--- src/rtl/alu_exec_ctrl_pkg.sv ---
// Shared definitions for the accumulator ALU execute path.
// Opcode encodings, default widths and sequencer states.
package alu_pkg;

   localparam int DATA_W_DEF = 8;
   localparam int ADDR_W_DEF = 8;

   localparam logic [2:0] OP_ADD     = 3'd0;
   localparam logic [2:0] OP_SHL     = 3'd1;
   localparam logic [2:0] OP_XNOR    = 3'd2;
   localparam logic [2:0] OP_SHR     = 3'd3;
   localparam logic [2:0] OP_LOAD    = 3'd4;
   localparam logic [2:0] OP_STORE   = 3'd5;
   localparam logic [2:0] OP_NEG     = 3'd6;
   localparam logic [2:0] OP_ILLEGAL = 3'd7;

   typedef enum logic [2:0] {
      S_IDLE   = 3'd0,
      S_FETCH  = 3'd1,
      S_EXEC   = 3'd2,
      S_SETTLE = 3'd3,
      S_WB     = 3'd4,
      S_STORE  = 3'd5,
      S_DONE   = 3'd6
   } state_t;

endpackage

--- src/rtl/alu_exec_ctrl_if.sv ---
// Data memory request port of the execute sequencer.
// master = sequencer, slave = memory.
interface alu_exec_ctrl_if
   import alu_pkg::*;
#(
   parameter int ADDR_W = ADDR_W_DEF,
   parameter int DATA_W = DATA_W_DEF
) ();

   logic              mem_req;
   logic              mem_we;
   logic [ADDR_W-1:0] mem_addr;
   logic [DATA_W-1:0] mem_wdata;
   logic [DATA_W-1:0] mem_rdata;
   logic              mem_ready;

   modport master (
      output mem_req,
      output mem_we,
      output mem_addr,
      output mem_wdata,
      input  mem_rdata,
      input  mem_ready
   );

   modport slave (
      input  mem_req,
      input  mem_we,
      input  mem_addr,
      input  mem_wdata,
      output mem_rdata,
      output mem_ready
   );

endinterface

--- src/rtl/alu_exec_ctrl.sv ---
// Multi-cycle execute sequencer for the accumulator ALU.
// Owns AC/DR/E, fetches operands and writes back results.
module alu_exec_ctrl
   import alu_pkg::*;
#(
   parameter int ADDR_W = ADDR_W_DEF,
   parameter int DATA_W = DATA_W_DEF
) (
   input  logic              clk,
   input  logic              rst_n,
   input  logic              start,
   input  logic [2:0]        opcode,
   input  logic [ADDR_W-1:0] addr,
   alu_exec_ctrl_if.master   mem,
   output logic [2:0]        alu_mode,
   output logic              alu_activate,
   output logic [DATA_W-1:0] alu_ac,
   output logic [DATA_W-1:0] alu_dr,
   input  logic [DATA_W-1:0] alu_result,
   output logic [DATA_W-1:0] ac,
   output logic              e,
   output logic              busy,
   output logic              done,
   output logic              illegal
);

   state_t            state;
   logic [DATA_W-1:0] ac_q;
   logic [DATA_W-1:0] dr_q;
   logic              e_q;
   logic              req_q;
   logic              we_q;
   logic [ADDR_W-1:0] addr_q;
   logic [DATA_W-1:0] wdata_q;
   logic [2:0]        mode_q;
   logic              act_q;
   logic              busy_q;
   logic              done_q;
   logic              ill_q;

   // carry-out for ADD comes from one zero-extended add
   logic [DATA_W:0]   sum;
   assign sum = {1'b0, ac_q} + {1'b0, dr_q};

   // sequencer: every output is a register written here
   always_ff @(posedge clk) begin
      if (!rst_n) begin
         state   <= S_IDLE;
         ac_q    <= '0;
         dr_q    <= '0;
         e_q     <= 1'b0;
         req_q   <= 1'b0;
         we_q    <= 1'b0;
         addr_q  <= '0;
         wdata_q <= '0;
         mode_q  <= 3'd0;
         act_q   <= 1'b0;
         busy_q  <= 1'b0;
         done_q  <= 1'b0;
         ill_q   <= 1'b0;
      end else begin
         done_q <= 1'b0;
         ill_q  <= 1'b0;
         unique case (state)
            S_IDLE: begin
               if (start) begin
                  mode_q <= opcode;
                  addr_q <= addr;
                  busy_q <= 1'b1;
                  unique case (1'b1)
                     (opcode == OP_STORE): begin
                        state   <= S_STORE;
                        req_q   <= 1'b1;
                        we_q    <= 1'b1;
                        wdata_q <= ac_q;
                     end
                     (opcode == OP_ILLEGAL): begin
                        state  <= S_DONE;
                        done_q <= 1'b1;
                        ill_q  <= 1'b1;
                     end
                     default: begin
                        state <= S_FETCH;
                        req_q <= 1'b1;
                        we_q  <= 1'b0;
                     end
                  endcase
               end
            end
            S_FETCH: begin
               if (mem.mem_ready) begin
                  dr_q  <= mem.mem_rdata;
                  req_q <= 1'b0;
                  act_q <= 1'b1;
                  state <= S_EXEC;
               end
            end
            S_EXEC: begin
               act_q <= 1'b0;
               state <= S_SETTLE;
            end
            S_SETTLE: begin
               state <= S_WB;
            end
            S_WB: begin
               ac_q <= alu_result;
               unique case (1'b1)
                  (mode_q == OP_ADD): e_q <= sum[DATA_W];
                  (mode_q == OP_SHL): e_q <= dr_q[DATA_W-1];
                  default:            e_q <= e_q;
               endcase
               done_q <= 1'b1;
               state  <= S_DONE;
            end
            S_STORE: begin
               if (mem.mem_ready) begin
                  req_q  <= 1'b0;
                  we_q   <= 1'b0;
                  done_q <= 1'b1;
                  state  <= S_DONE;
               end
            end
            S_DONE: begin
               busy_q <= 1'b0;
               state  <= S_IDLE;
            end
            default: begin
               busy_q <= 1'b0;
               state  <= S_IDLE;
            end
         endcase
      end
   end

   assign mem.mem_req   = req_q;
   assign mem.mem_we    = we_q;
   assign mem.mem_addr  = addr_q;
   assign mem.mem_wdata = wdata_q;

   assign alu_mode     = mode_q;
   assign alu_activate = act_q;
   assign alu_ac       = ac_q;
   assign alu_dr       = dr_q;
   assign ac           = ac_q;
   assign e            = e_q;
   assign busy         = busy_q;
   assign done         = done_q;
   assign illegal      = ill_q;

endmodule

--- src/flat_wrapper.sv ---
// flat-port wrapper written by rule: the top's interface ports become plain ports
module alu_exec_ctrl_flat import alu_pkg::*;
#(
   parameter int ADDR_W = ADDR_W_DEF,
   parameter int DATA_W = DATA_W_DEF
)
  (clk, rst_n, start, opcode, addr, alu_mode, alu_activate, alu_ac, alu_dr, alu_result, ac, e, busy, done, illegal, mem_mem_req, mem_mem_we, mem_mem_addr, mem_mem_wdata, mem_mem_rdata, mem_mem_ready);
  alu_exec_ctrl_if #(.ADDR_W(ADDR_W), .DATA_W(DATA_W)) mem_i ();
  input  logic clk;
  input  logic rst_n;
  input  logic start;
  input  logic [2:0] opcode;
  input  logic [ADDR_W-1:0] addr;
  output logic [2:0] alu_mode;
  output logic alu_activate;
  output logic [DATA_W-1:0] alu_ac;
  output logic [DATA_W-1:0] alu_dr;
  input  logic [DATA_W-1:0] alu_result;
  output logic [DATA_W-1:0] ac;
  output logic e;
  output logic busy;
  output logic done;
  output logic illegal;
  output wire logic [$bits(mem_i.mem_req)-1:0] mem_mem_req;
  output wire logic [$bits(mem_i.mem_we)-1:0] mem_mem_we;
  output wire logic [$bits(mem_i.mem_addr)-1:0] mem_mem_addr;
  output wire logic [$bits(mem_i.mem_wdata)-1:0] mem_mem_wdata;
  input wire logic [$bits(mem_i.mem_rdata)-1:0] mem_mem_rdata;
  input wire logic [$bits(mem_i.mem_ready)-1:0] mem_mem_ready;
  assign mem_mem_req = mem_i.mem_req;
  assign mem_mem_we = mem_i.mem_we;
  assign mem_mem_addr = mem_i.mem_addr;
  assign mem_mem_wdata = mem_i.mem_wdata;
  assign mem_i.mem_rdata = mem_mem_rdata;
  assign mem_i.mem_ready = mem_mem_ready;
  alu_exec_ctrl #(.ADDR_W(ADDR_W), .DATA_W(DATA_W)) u_core (.clk(clk), .rst_n(rst_n), .start(start), .opcode(opcode), .addr(addr), .mem(mem_i), .alu_mode(alu_mode), .alu_activate(alu_activate), .alu_ac(alu_ac), .alu_dr(alu_dr), .alu_result(alu_result), .ac(ac), .e(e), .busy(busy), .done(done), .illegal(illegal));
endmodule
--- config.mk ---
export PLATFORM = sky130hd
export DESIGN_NAME = alu_exec_ctrl_flat
export DESIGN_NICKNAME = d
export VERILOG_FILES = /design/src/rtl/alu_exec_ctrl_pkg.sv /design/src/rtl/alu_exec_ctrl_if.sv /design/src/rtl/alu_exec_ctrl.sv /design/src/flat_wrapper.sv
export SDC_FILE = /design/constraint.sdc
export NUM_CORES = 1
export LEC_CHECK = 0
export CELL_PAD_IN_SITES_DETAIL_PLACEMENT = 2
export CELL_PAD_IN_SITES_GLOBAL_PLACEMENT = 2
export CORE_MARGIN = 5
export CORE_UTILIZATION = 21
export CTS_CLUSTER_DIAMETER = 150
export DETAILED_ROUTE_END_ITERATION = 8
export PLACE_DENSITY = 0.74
export SLEW_MARGIN = 20
export SYNTH_ARGS = -nofsm -noshare
export SYNTH_HDL_FRONTEND = slang
export SYNTH_SLANG_ARGS = --single-unit
--- constraint.sdc ---
create_clock -name clk -period 1.6 [get_ports clk]
set_input_delay 0.16 -clock clk [delete_from_list [all_inputs] [get_ports clk]]
set_output_delay 0.16 -clock clk [all_outputs]
set_load 0.05 [all_outputs]
# Word-level counts from Yosys, hierarchy flattened
# Index checks and enable logic that the tools add are counted.
word_totals:
  inputBits: 31
  wordCells: 67
  reg_bits: 45
  out_inout_bits: 50
op_classes:
  addsub: 1
  mux: 21
  n_bitwise: 1
  eq_ne: 13
  n_reduce_logical: 18
op_table:
  columns: ["op", "count"]
  rows:
  - ["$pmux W3 S6", 1]
  - ["$eq A3 B3 Y1 const B", 4]
  - ["$pmux W1 S2", 6]
  - ["$reduce_and A2 Y1", 6]
  - ["$add A8 B8 Y9", 1]
  - ["$mux W1", 9]
  - ["$mux W3", 3]
  - ["$ne A2 B2 Y1 const B", 4]
  - ["$reduce_and A4 Y1", 2]
  - ["$reduce_bool A2 Y1", 4]
  - ["$eq A3 B1 Y1 const B", 2]
  - ["$eq A3 B2 Y1 const B", 2]
  - ["$logic_not A3 Y1", 2]
  - ["$pmux W3 S2", 1]
  - ["$reduce_and A3 Y1", 2]
  - ["$reduce_or A5 Y1", 1]
  - ["$pmux W1 S3", 1]
  - ["$ne A2 B1 Y1 const B", 1]
  - ["$reduce_or A2 Y1", 1]
  - ["$not A1 Y1", 1]

# Depth between registers and ports, before layout
logic_depth:
  word_depth: 4
  ltp_mapped: 6
  depth_no_buf: 5

# Worst setup path after synthesis
# OpenSTA, ideal clock, no wires.
synth_path:
  kind: "register to register"
  startpoint: "reg u_core.state[2]"
  endpoint: "reg u_core.wdata_q[1] (netlist: u_core.mem.mem_wdata[1])"
  t_arrival_ns: 1.573
  path_buffers: 1
  path_stages_with_launch: 6
  path_slack_ns: -0.101
  required_time_ns: 1.472
  period_less_slack_ns: 1.701
  path_cell_list: "dfxtp_1 > or4b_1 > buf_2 > nor3_4 > mux2i_1 > nor2_1"
synth_between:
  elab_chain_cells: 2
synth_rtl:
  columns: ["item", "line", "rtl"]
  rows:
  - ["start: declaration", "alu_exec_ctrl.sv:27", "state_t state;"]
  - ["start signal: assignment", "alu_exec_ctrl.sv:48", "state <= S_IDLE;"]
  - ["start signal: assignment", "alu_exec_ctrl.sv:72", "state <= S_STORE;"]
  - ["start signal: assignment", "alu_exec_ctrl.sv:78", "state <= S_DONE;"]
  - ["$logic_not A3 Y1", "alu_exec_ctrl.sv:64", "unique case (state)"]
  - ["$reduce_and A3 Y1 (no source line)", null, null]
  - ["end signal: assignment", "alu_exec_ctrl.sv:75", "wdata_q <= ac_q;"]
  - ["end: declaration", "alu_exec_ctrl.sv:34", "logic [DATA_W-1:0] wdata_q;"]
# No other way between the ends.
# A chain may end at the register's enable or synchronous reset.

# Worst setup path in the final report
layout_path:
  startpoint: "reg u_core.state[2]"
  endpoint: "reg u_core.wdata_q[6] (netlist: u_core.mem.mem_wdata[6])"
# The elaborated chain is that of the path after synthesis.

==> impl_metrics.tcl <==
set metrics [dict create \
    status "completed" \
    crit_buf_inv 1 \
    initial_core_util 0.217 \
    cts-buffers-inserted 5 \
    crit_family "simple AND/OR/NAND/NOR gates" \
    worstPathMaxFanout 8 \
    dieArea_sq_um 11100 \
    nets 348 \
    dpl.hpwl_mm 5.18 \
    antenna_found_initial 0 \
    ys_types 33 \
    required_ns 1.79 \
    synth.yosys.seq_area_share 0.473 \
    crit_chain "or4b_4, nor3_4, buf_12, mux2i_1, nor2_1" \
    num_rows 34 \
    synth_area_sq_um 1900 \
    critPathArrivalTime_ns 1.75 \
    ioPinCount 81 \
    detail_route.wl_per_cell_um 15.7 \
    cts_tree "yes" \
    grt_pass1_vias 2120 \
    gp_congestion 0.719 \
    overflow 0 \
    critPathSlowestCell "or4b_4" \
    p_leak_nw 1.22 \
    grt_max_degree 31 \
    hold_class "input port to register" \
    ys_top_cells_by_area "dfxtp_1 (47%), nand2_1 (8.7%), mux2i_1 (8.4%), a21oi_1 (7.4%), nor2_1 (4.7%)" \
    fin_total_pwr_mw 2.84 \
    power_density_nw_per_um2 974 \
    avgSynthCellArea_sq_um 8.61 \
    max_stage_delay_ns 0.56 \
    critPathCaptureType "register" \
    num_vias 1887 \
    dr.first_iter.drc_count 20 \
    die_y_um 105 \
    min_period_ns 1.56 \
    path_clk_slew_ns 0.08 \
    final_util 0.333 \
    ys_ff_latch 45 \
    synth_nets 259 \
    design_area_sq_um 2920 \
    grt_pass1_wl_mm 10.8 \
    rsz0062_at_grt "true" \
    drive_above_1_share 0.291 \
    clk_latency_ns 0.30 \
    firstDrtPassIters 4 \
    worstReg2RegStart "u_core.state[2]" \
    path_class "register to register" \
    synth.top_cell.area_share 0.473 \
    slew_viol_final 0 \
    h-tree-depth 2 \
    fmax_mhz 640 \
    core_sq_um 8760 \
    ant_nets 0 \
    syn-instance-count 221 \
    antennaDiodeCount 0 \
    tightest_slew_ns 0.242 \
    worstSetupStartpoint "u_core.state[2]" \
    hold_violations 0 \
    holdCritStartpoint "alu_result[6]" \
    cts.sinks 45 \
    portBuffers 80 \
    finalSetupViolCount 0 \
    max_slew_margin 0.837 \
    post-route-period-util 0.976 \
    grt_usage 0.120 \
    ir_worst_vdd_v 0.000361 \
    fillers 1016 \
    vias_per_cell 4.53 \
    die_w_um 105 \
    synth-warning-count 0 \
    yosysTopAreaCell "dfxtp_1" \
    drt_wl_total_mm 6.54 \
    cp-start-kind "register" \
    dpl_cell_area_sq_um 2800 \
    postCtsHoldBufs 0 \
    cap_violations 0 \
    cts_root_buf "clkbuf_8" \
    fin_worst_skew_ns 0.00560 \
    drc 0 \
    syn_to_final_growth_pct 53.3 \
    clockBufferDepth 2 \
]
==> layout by cell type (no fill, tap or decap), types with 2 or more instances in the layout <==
cell,count
buf_4,71
nand4_1,3
o21ai_1,2
nand2_1,44
buf_12,2
dfxtp_2,2
nor3_1,3
nor2_1,24
nand3_1,4
clkdlybuf4s50_1,30
a221oi_1,2
ha_1,7
mux2i_1,13
a21oi_1,28
nand2b_1,3
mux2i_2,2
clkbuf_8,5
dfxtp_1,43
==> through the flow <==
| step | instances | TNS (ns) | hold slack, ns | setup slack (ns) |
|---|---|---|---|---|
| 4_1_cts | 417 | 0 | 0.403 | 0.0157 |
| 5_1_grt | 417 | -0.214 | 0.406 | -0.0447 |
| 3_3_place_gp | 411 | -2.94 | 0.453 | -0.238 |
| 3_5_place_dp | 411 | -4.13 | 0.461 | -0.297 |
| 6_report | 417 | 0 | 0.406 | 0.0377 |
| 2_1_floorplan | 221 | -0.807 | 0.285 | -0.101 |
==> what timing repair did <==
action | in CTS | in global routing
setup buffers | 0 | 0
endpoints found under the setup margin | 7 | 17
gates resized for setup | 1 | 9
pin swaps | 0 | 3
==> routing by layer <==
metal  vias to the layer above  wire length (um)  global-route usage
met5                         -                 0                   0
met4                         0                49              0.0247
met3                         4               336              0.0413
met2                        52              3510               0.223
met1                       914              2640               0.131
li1                        917                 -                   -
==> tightest hold or removal path, delay by kind of cell <==
kind	cells	cell delay, ns
simple gates	1	0.06
compound gates	1	0.05
buf+inv	1	0.40
==> final timing paths <==
check | end | cells past startpoint | slack [ns]
setup / recovery | u_core.mem.mem_wdata[6] | 5 | 0.04
hold / removal | u_core.ac[6] | 3 | 0.41
setup reg to reg | u_core.mem.mem_wdata[6] | 5 | 0.04
hold reg to reg | u_core.mem.mem_addr[4] | 2 | 0.47
==> state kept, by name (all words and copies together) (netlist names), 3 cells and up <==
signal                count
u_core.mem.mem_addr       8
u_core.alu_dr             8
u_core.alu_mode           3
u_core.mem.mem_wdata      8
u_core.state              3
u_core.ac                 8
==> power breakdown <==
part	internal, mW	switching, mW
sequential	1.20	0.0619
combinational	0.356	0.565
clock	0.288	0.370
==> cell usage after synthesis <==
master and count:
o32a_1 1, nor3b_1 2, clkinv_1 1, nand3_1 4, and2_1 2, nand4_1 3
a21oi_1 28, a211oi_1 1, nand2_1 44, inv_1 1, o31ai_1 1, buf_4 8
buf_1 1, a221oi_1 2, nand2b_1 3, o21ai_0 1, ha_1 7, nand3b_1 1
or4b_1 1, mux2i_1 16, nor2_1 24, nor3_1 3, and4_1 1, a22oi_1 1
dfxtp_1 45, buf_2 2, clkbuf_1 10, or3b_1 1, a2bb2oi_1 1, o21ai_1 2
and3_1 1, a32oi_1 1, nor3_4 1
==> cell type report <==
type / instances / area (sq um) / share of cell area
multi-input combinational: 153 / 925 / 0.317
tap: 108 / 135 / 0.0463
clock buffer: 5 / 68.8 / 0.0236
inverter: 2 / 7.51 / 0.00257
timing repair buffer: 103 / 873 / 0.299
clock inverter: 1 / 5.00 / 0.00172
sequential: 45 / 903 / 0.310
==> cells by family after synthesis <==
family | count (synthesis) | share of synthesized area
and+or+nand+nor | 91 | 0.217
adders and majority gates | 7 | 0.0460
buffers and inverters | 23 | 0.0625
AOI/OAI and AO/OA | 39 | 0.117
DFF | 45 | 0.473
muxes | 16 | 0.0842
Note: power is estimated with default switching activity, not from simulation.
